--- src/rtl/mul_shift_add.sv ---
// Multi-cycle unsigned shift-and-add multiplier: one ripple-carry add and one shift per CALC cycle.
// Optional macro MUL_ZERO_SKIP_EN: a zero operand goes straight to DONE with a zero product.
module mul_shift_add #(
    parameter int WIDTH = 4
) (
    input  logic                 clk,
    input  logic                 rst_n,
    input  logic                 in_valid,
    output logic                 in_ready,
    input  logic [WIDTH-1:0]     in_a,
    input  logic [WIDTH-1:0]     in_b,
    output logic                 out_valid,
    input  logic                 out_ready,
    output logic [2*WIDTH-1:0]   prod,
    output logic                 busy
);

    localparam int CNT_W = (WIDTH > 1) ? $clog2(WIDTH) : 1;
    localparam logic [CNT_W-1:0] CNT_LAST = CNT_W'(WIDTH - 1);

    typedef enum logic [1:0] {
        IDLE = 2'd0,
        CALC = 2'd1,
        DONE = 2'd2
    } state_t;

    state_t               state_q, state_d;
    logic [WIDTH-1:0]     acc_q, acc_d;
    logic [WIDTH-1:0]     q_q, q_d;
    logic [WIDTH-1:0]     m_q, m_d;
    logic [CNT_W-1:0]     cnt_q, cnt_d;
    logic [2*WIDTH-1:0]   prod_q, prod_d;

    logic [WIDTH-1:0]     addend;
    logic [WIDTH-1:0]     sum;
    logic [WIDTH:0]       carry;
    logic [2*WIDTH-1:0]   step_sh;

    // Ripple chain of add_1 cells: acc + (q[0] ? m : 0), carry-in 0.
    assign addend   = q_q[0] ? m_q : '0;
    assign carry[0] = 1'b0;

    for (genvar i = 0; i < WIDTH; i++) begin : g_add_1
        assign sum[i]     = acc_q[i] ^ addend[i] ^ carry[i];
        assign carry[i+1] = (acc_q[i] & addend[i]) | (carry[i] & (acc_q[i] ^ addend[i]));
    end

    // {cout, sum, q} shifted right by one; the carry lands in the acc MSB.
    if (WIDTH > 1) begin : g_shift_wide
        assign step_sh = {carry[WIDTH], sum, q_q[WIDTH-1:1]};
    end else begin : g_shift_narrow
        assign step_sh = {carry[WIDTH], sum};
    end

    always_comb begin
        state_d = state_q;
        acc_d   = acc_q;
        q_d     = q_q;
        m_d     = m_q;
        cnt_d   = cnt_q;
        prod_d  = prod_q;
        unique case (state_q)
            IDLE: begin
                if (in_valid) begin
                    m_d   = in_a;
                    q_d   = in_b;
                    acc_d = '0;
                    cnt_d = '0;
`ifdef MUL_ZERO_SKIP_EN
                    if ((in_a == '0) || (in_b == '0)) begin
                        prod_d  = '0;
                        state_d = DONE;
                    end else begin
                        state_d = CALC;
                    end
`else
                    state_d = CALC;
`endif
                end
            end
            CALC: begin
                acc_d = step_sh[2*WIDTH-1:WIDTH];
                q_d   = step_sh[WIDTH-1:0];
                cnt_d = cnt_q + CNT_W'(1);
                if (cnt_q == CNT_LAST) begin
                    prod_d  = step_sh;
                    state_d = DONE;
                end
            end
            DONE: begin
                if (out_ready) begin
                    state_d = IDLE;
                end
            end
            default: begin
                state_d = IDLE;
            end
        endcase
    end

    always_ff @(posedge clk) begin
        if (!rst_n) begin
            state_q <= IDLE;
            acc_q   <= '0;
            q_q     <= '0;
            m_q     <= '0;
            cnt_q   <= '0;
            prod_q  <= '0;
        end else begin
            state_q <= state_d;
            acc_q   <= acc_d;
            q_q     <= q_d;
            m_q     <= m_d;
            cnt_q   <= cnt_d;
            prod_q  <= prod_d;
        end
    end

    assign in_ready  = (state_q == IDLE);
    assign busy      = (state_q == CALC);
    assign out_valid = (state_q == DONE);
    assign prod      = prod_q;

endmodule

--- config.mk ---
export PLATFORM = sky130hd
export DESIGN_NAME = mul_shift_add
export DESIGN_NICKNAME = d
export VERILOG_FILES = /design/src/rtl/mul_shift_add.sv
export SDC_FILE = /design/constraint.sdc
export NUM_CORES = 1
export LEC_CHECK = 0
export CAP_MARGIN = 20
export CELL_PAD_IN_SITES_DETAIL_PLACEMENT = 1
export CELL_PAD_IN_SITES_GLOBAL_PLACEMENT = 1
export CORE_ASPECT_RATIO = 0.75
export CORE_MARGIN = 2
export CORE_UTILIZATION = 30
export DETAILED_ROUTE_END_ITERATION = 8
export PLACE_DENSITY_LB_ADDON = 0.12
export REMOVE_ABC_BUFFERS = 1
export SYNTH_ARGS = -nofsm -noshare
export SYNTH_HDL_FRONTEND = slang
export SYNTH_SLANG_ARGS = --single-unit
--- constraint.sdc ---
create_clock -name clk -period 3.6 [get_ports clk]
set_clock_uncertainty 0.05 [all_clocks]
set_input_delay 0.54 -clock clk [delete_from_list [all_inputs] [get_ports clk]]
set_output_delay 0.54 -clock clk [all_outputs]
set_load 0.005 [all_outputs]
**Word level (Yosys, flattened, before mapping)**

Index checks and enable logic that the tools add are counted.

- Reduce and logical (&&, ||, !) cells: 6
- Add/subtract/negate cells: 1
- Equal/unequal tests: 6
- Multiplexer cells: 11
- Bitwise operators: 17

Operator list:

| cell | count |
|---|---|
| 4-bit case mux with 2 select lines | 2 |
| 4-bit 2-to-1 mux | 3 |
| 2-bit 2-to-1 mux | 4 |
| 1-bit AND | 7 |
| 1-bit XOR | 7 |
| 2-bit case mux with 3 select lines | 1 |
| 2-bit AND reduction | 3 |
| 2-bit equality test (second input constant) | 2 |
| 2-bit by 1-bit != test with 1-bit output (second input constant) | 2 |
| 2-bit case mux with 2 select lines | 1 |
| 1-bit bitwise OR | 3 |
| 3-bit AND reduction | 1 |
| 2-bit by 1-bit adder with 2-bit output (second input constant) | 1 |
| 2-bit by 1-bit equality test with 1-bit output (second input constant) | 1 |
| 2-bit zero test | 1 |
| 2-bit != test (second input constant) | 1 |
| 2-bit nonzero test | 1 |

- Word-level logic and storage cells: 47
- Bits in registers: 24

**Depth between registers and ports, before layout**

- Depth after elaboration: 9
- Gate-level depth with buffers: 7
- Depth with buffers taken out: 7

**Worst setup path after synthesis**

Ideal clock, no wire load.

- Kind: register to register
- Start point: register q_q[0]
- End point: register acc_q[2]
- Buffers on the path: 0
- Arrival: 2085 ps
- Stages on the path, launching flop included: 8
- Setup time: 92 ps
- Setup slack: 1373 ps
- Data required time: 3458 ps
- Cell sequence: dfxtp_1 and2_1 ha_1 inv_1 fa_1 fa_1 fa_1 o32ai_1

- Word-level cells in the longest chain between the ends: 8
- Elaborated cells between the ends (all ways): 13

RTL lines:

| element | line | source |
|---|---|---|
| from (decl) | 29 | `logic [WIDTH-1:0] q_q, q_d;` |
| from (signal assigned) | 112 | `q_q <= q_d;` |
| 4-bit 2-to-1 mux (*) | 40 | `assign addend = q_q[0] ? m_q : '0;` |
| 1-bit AND or 1-bit XOR (tied branches) | 45 | `assign carry[i+1] = (acc_q[i] & addend[i]) \| (carry[i] & (acc_q[i] ^ addend[i]));` |
| 1-bit AND | 45 |  |
| 1-bit bitwise OR | 45 |  |
| 1-bit AND | 45 |  |
| 1-bit bitwise OR | 45 |  |
| 1-bit XOR (*) | 44 | `assign sum[i] = acc_q[i] ^ addend[i] ^ carry[i];` |
| 4-bit case mux with 2 select lines (*) | 62 | `unique case (state_q)` |
| to (signal assigned) | 104 | `acc_q <= '0;` |
| to (signal assigned) | 111 | `acc_q <= acc_d;` |
| to (decl) | 28 | `logic [WIDTH-1:0] acc_q, acc_d;` |

Every way passes the cells marked *; elsewhere a longest branch is shown, timed or not.
A chain may end at the register's enable or synchronous reset.

**Worst setup path in the final report**

- Start point: register state_q[0]
- End point: output busy

- Word-level cells in the longest chain between the ends: 1

RTL lines:

| element | line | source |
|---|---|---|
| from (decl) | 27 | `state_t state_q, state_d;` |
| from (signal assigned) | 110 | `state_q <= state_d;` |
| 2-bit by 1-bit equality test with 1-bit output | 120 | `assign busy = (state_q == CALC);` |
| to (decl) | 15 | `output logic busy` |

Every way passes these cells.

==> out/summary.txt <==
fin util = 0.4037
DRT antenna net count = 0
Cells after Synth = 116
Primary FF master, synth = dfxtp_1
Unique masters post-synth = 25
crit path cell chain = nand2b_1, inv_1, clkdlybuf4s50_1
Seq/Total Area, Yosys = 0.4409
most common cell in the netlist = dfxtp_1
cell area after synthesis = 1090 um^2
num rows = 18
initial core utilization = 0.3226
CTS tree = built
vias in the first global route = 840
H-Tree Depth = 1
slowest stage delay, CP = 0.62 ns
hpwl dp = 1.655 mm
iteration-0 DRC count of the detailed router = 23
Total GRT Usage = 0.1267
area grow syn2layout = 25.14%
#FFs+latches synth = 24
num ports = 23
routed vias/inst = 4.873
Crit path max-delay family = buffers and inverters
drt pass-1 iters = 2
Congestion Overflow GR = 0
routed via count = 843
Die Ht = 56.20 um
Post-synth top cells = dfxtp_1 (24), nand3_1 (14), nand2_1 (11)
final wirelength = 2.381 mm
Reg2Reg Setup Slack = 1.25 ns
CTS resizes = 0
CP max FO = 12
Power Density = 425.9 nW/um^2
worst skew pair latency = 0.27 ns
ranking of synthesized cells by area = dfxtp_1 (44%), nand3_1 (6.4%), fa_1 (5.5%)
fin. max-slew vios = 0
Worst EP required = 3.01 ns
Pleak = 0.4703 nW
unrepaired setup endpoints after global routing = no
Post-synth EDFFs = 0
WP data arrival = 1.96 ns
Sink Count = 24
Slew HR = 0.4351
total die area = 4136 um^2
Syn. warnings = 0
Syn Area/Cell = 9.395 um^2
CP startpoint kind = flip-flop
Cells after DPL = 169
critical path type = reg2out
Max clock buf depth = 2
Root Driver = clkbuf_8
clk slew on worst S/H paths = 0.09 ns
VDD IR max = 0.1885 mV
hold buffers post-CTS = 0
Synth area leader = dfxtp_1
slew of the pin with the lowest slew margin = 0.8436 ns
DRC = 0
first-pass GRT wire length = 4.084 mm
core box area = 3378 um^2
Achievable Freq = 391.7 MHz
Hold WC Path Type = reg2reg
TritonCTS buffer count = 3
Final #Nets = 151
Final Setup Violations = 0
routability cong. = 0.7586
CP endpoint kind = primary output
final worst path period need = 2.553 ns
Yosys top cell area share = 0.4409
MaxCap Viol Count = 0
Area after DPL = 1292 um^2
port bufs = 22
worst hold margin = 0.4105 ns
fin area = 1364 um^2
FFs w/ async S/R, synth = 0
mean routed wirelength per cell = 13.76 um
slowest stage cell, crit path = dfxtp_1
setup tns final = 0 ns
final non-filler cell total = 173
Buf+Inv Stages, Crit Path = 2
crit share post-route = 0.7091
ANT cells = 0
outcome = finished clean
Post CTS Setup Buffer Count = 0
largest net degree at the start of global routing = 26
antenna violations before repair = 0
final hold vios = 0
layout cell share with drive strength beyond 1 = 0.06767
Die X = 73.60 um
## power by group
group	total [mW]	internal (mW)	switching, mW
clock	0.240	0.149	0.0910
sequential	0.285	0.275	0.00968
combinational	0.0562	0.0286	0.0277
## path summary, 6_finish.rpt
path                                              start                     to  depth (start not counted)
worst min-delay path               prod[3]$_SDFFE_PN0P_   prod[3]$_SDFFE_PN0P_                          2
worst max register to register      q_q[0]$_SDFFE_PN0P_  acc_q[2]$_SDFFE_PN0P_                          7
worst max-delay path            state_q[0]$_SDFFE_PN0P_                   busy                          3
worst min register to register     prod[3]$_SDFFE_PN0P_   prod[3]$_SDFFE_PN0P_                          2
## final cells by class
class / instances / area [um^2]
multi-input combinational: 76 / 511.7
fill: 387 / 2014
clock inverter: 1 / 30.03
timing repair buffer: 23 / 227.7
inverter: 6 / 22.52
clock buffer: 3 / 41.29
sequential: 24 / 480.5
tap: 40 / 50.05
## worst reg2reg max path, stage by stage (launching register included)
cell and delay (ns):
dfxtp_1 0.39, and2_1 0.15, ha_1 0.14, inv_1 0.05, fa_1 0.37, fa_1 0.38, fa_1 0.47, o32ai_1 0.27
## cell families (layout without fill, tap and decap cells)
logic type	count (synthesis)	in the layout	share of synthesized area
buf+inv	16	33	0.08955
mux	5	5	0.05051
flops	24	24	0.4409
simple gates	42	42	0.1849
fa+ha+maj	5	5	0.07807
compound gates	24	24	0.1561
## sequential cells by signal, indices dropped and copies added (netlist names)
| register | flops |
|---|---|
| acc_q | 4 |
| m_q | 4 |
| cnt_q | 2 |
| q_q | 4 |
| prod | 8 |
| state_q | 2 |
## through the flow
step	setup WS (ns)	power [mW]
after floorplan	1.372	0.3169
after global placement	1.318	0.3469
after detailed placement	1.241	0.3482
after CTS	1.039	0.5880
after global routing	0.8471	0.6060
final	1.047	0.5808
## cell usage in the layout (no fill, tap or decap)
master | Yosys | layout
nor2_1 | 10 | 10
a211oi_1 | 7 | 7
nor3b_2 | 1 | 1
o32ai_1 | 4 | 4
nor2b_1 | 2 | 2
mux2_4 | 1 | 1
inv_1 | 6 | 6
nand3_1 | 14 | 14
and3b_1 | 1 | 1
nand2b_1 | 1 | 1
buf_4 | 1 | 1
bufinv_16 | 0 | 1
o21a_1 | 2 | 2
fa_1 | 3 | 3
ha_1 | 2 | 2
mux2i_1 | 4 | 4
o21ba_1 | 1 | 1
clkdlybuf4s50_1 | 0 | 22
o21ai_0 | 9 | 9
nand2_1 | 11 | 11
a211oi_2 | 1 | 1
clkbuf_8 | 0 | 3
and2_1 | 1 | 1
nor2_2 | 1 | 1
dfxtp_1 | 24 | 24
## metal layers
| metal | global-route usage | share of wire | vias to the layer above |
|---|---|---|---|
| met5 | 0 | 0 | - |
| met4 | 0.02338 | 0.0042 | 0 |
| met3 | 0.04167 | 0.040 | 2 |
| met2 | 0.1977 | 0.45 | 14 |
| met1 | 0.1709 | 0.50 | 395 |
| li1 | - | - | 432 |
Power figures use the tool's default switching activity.
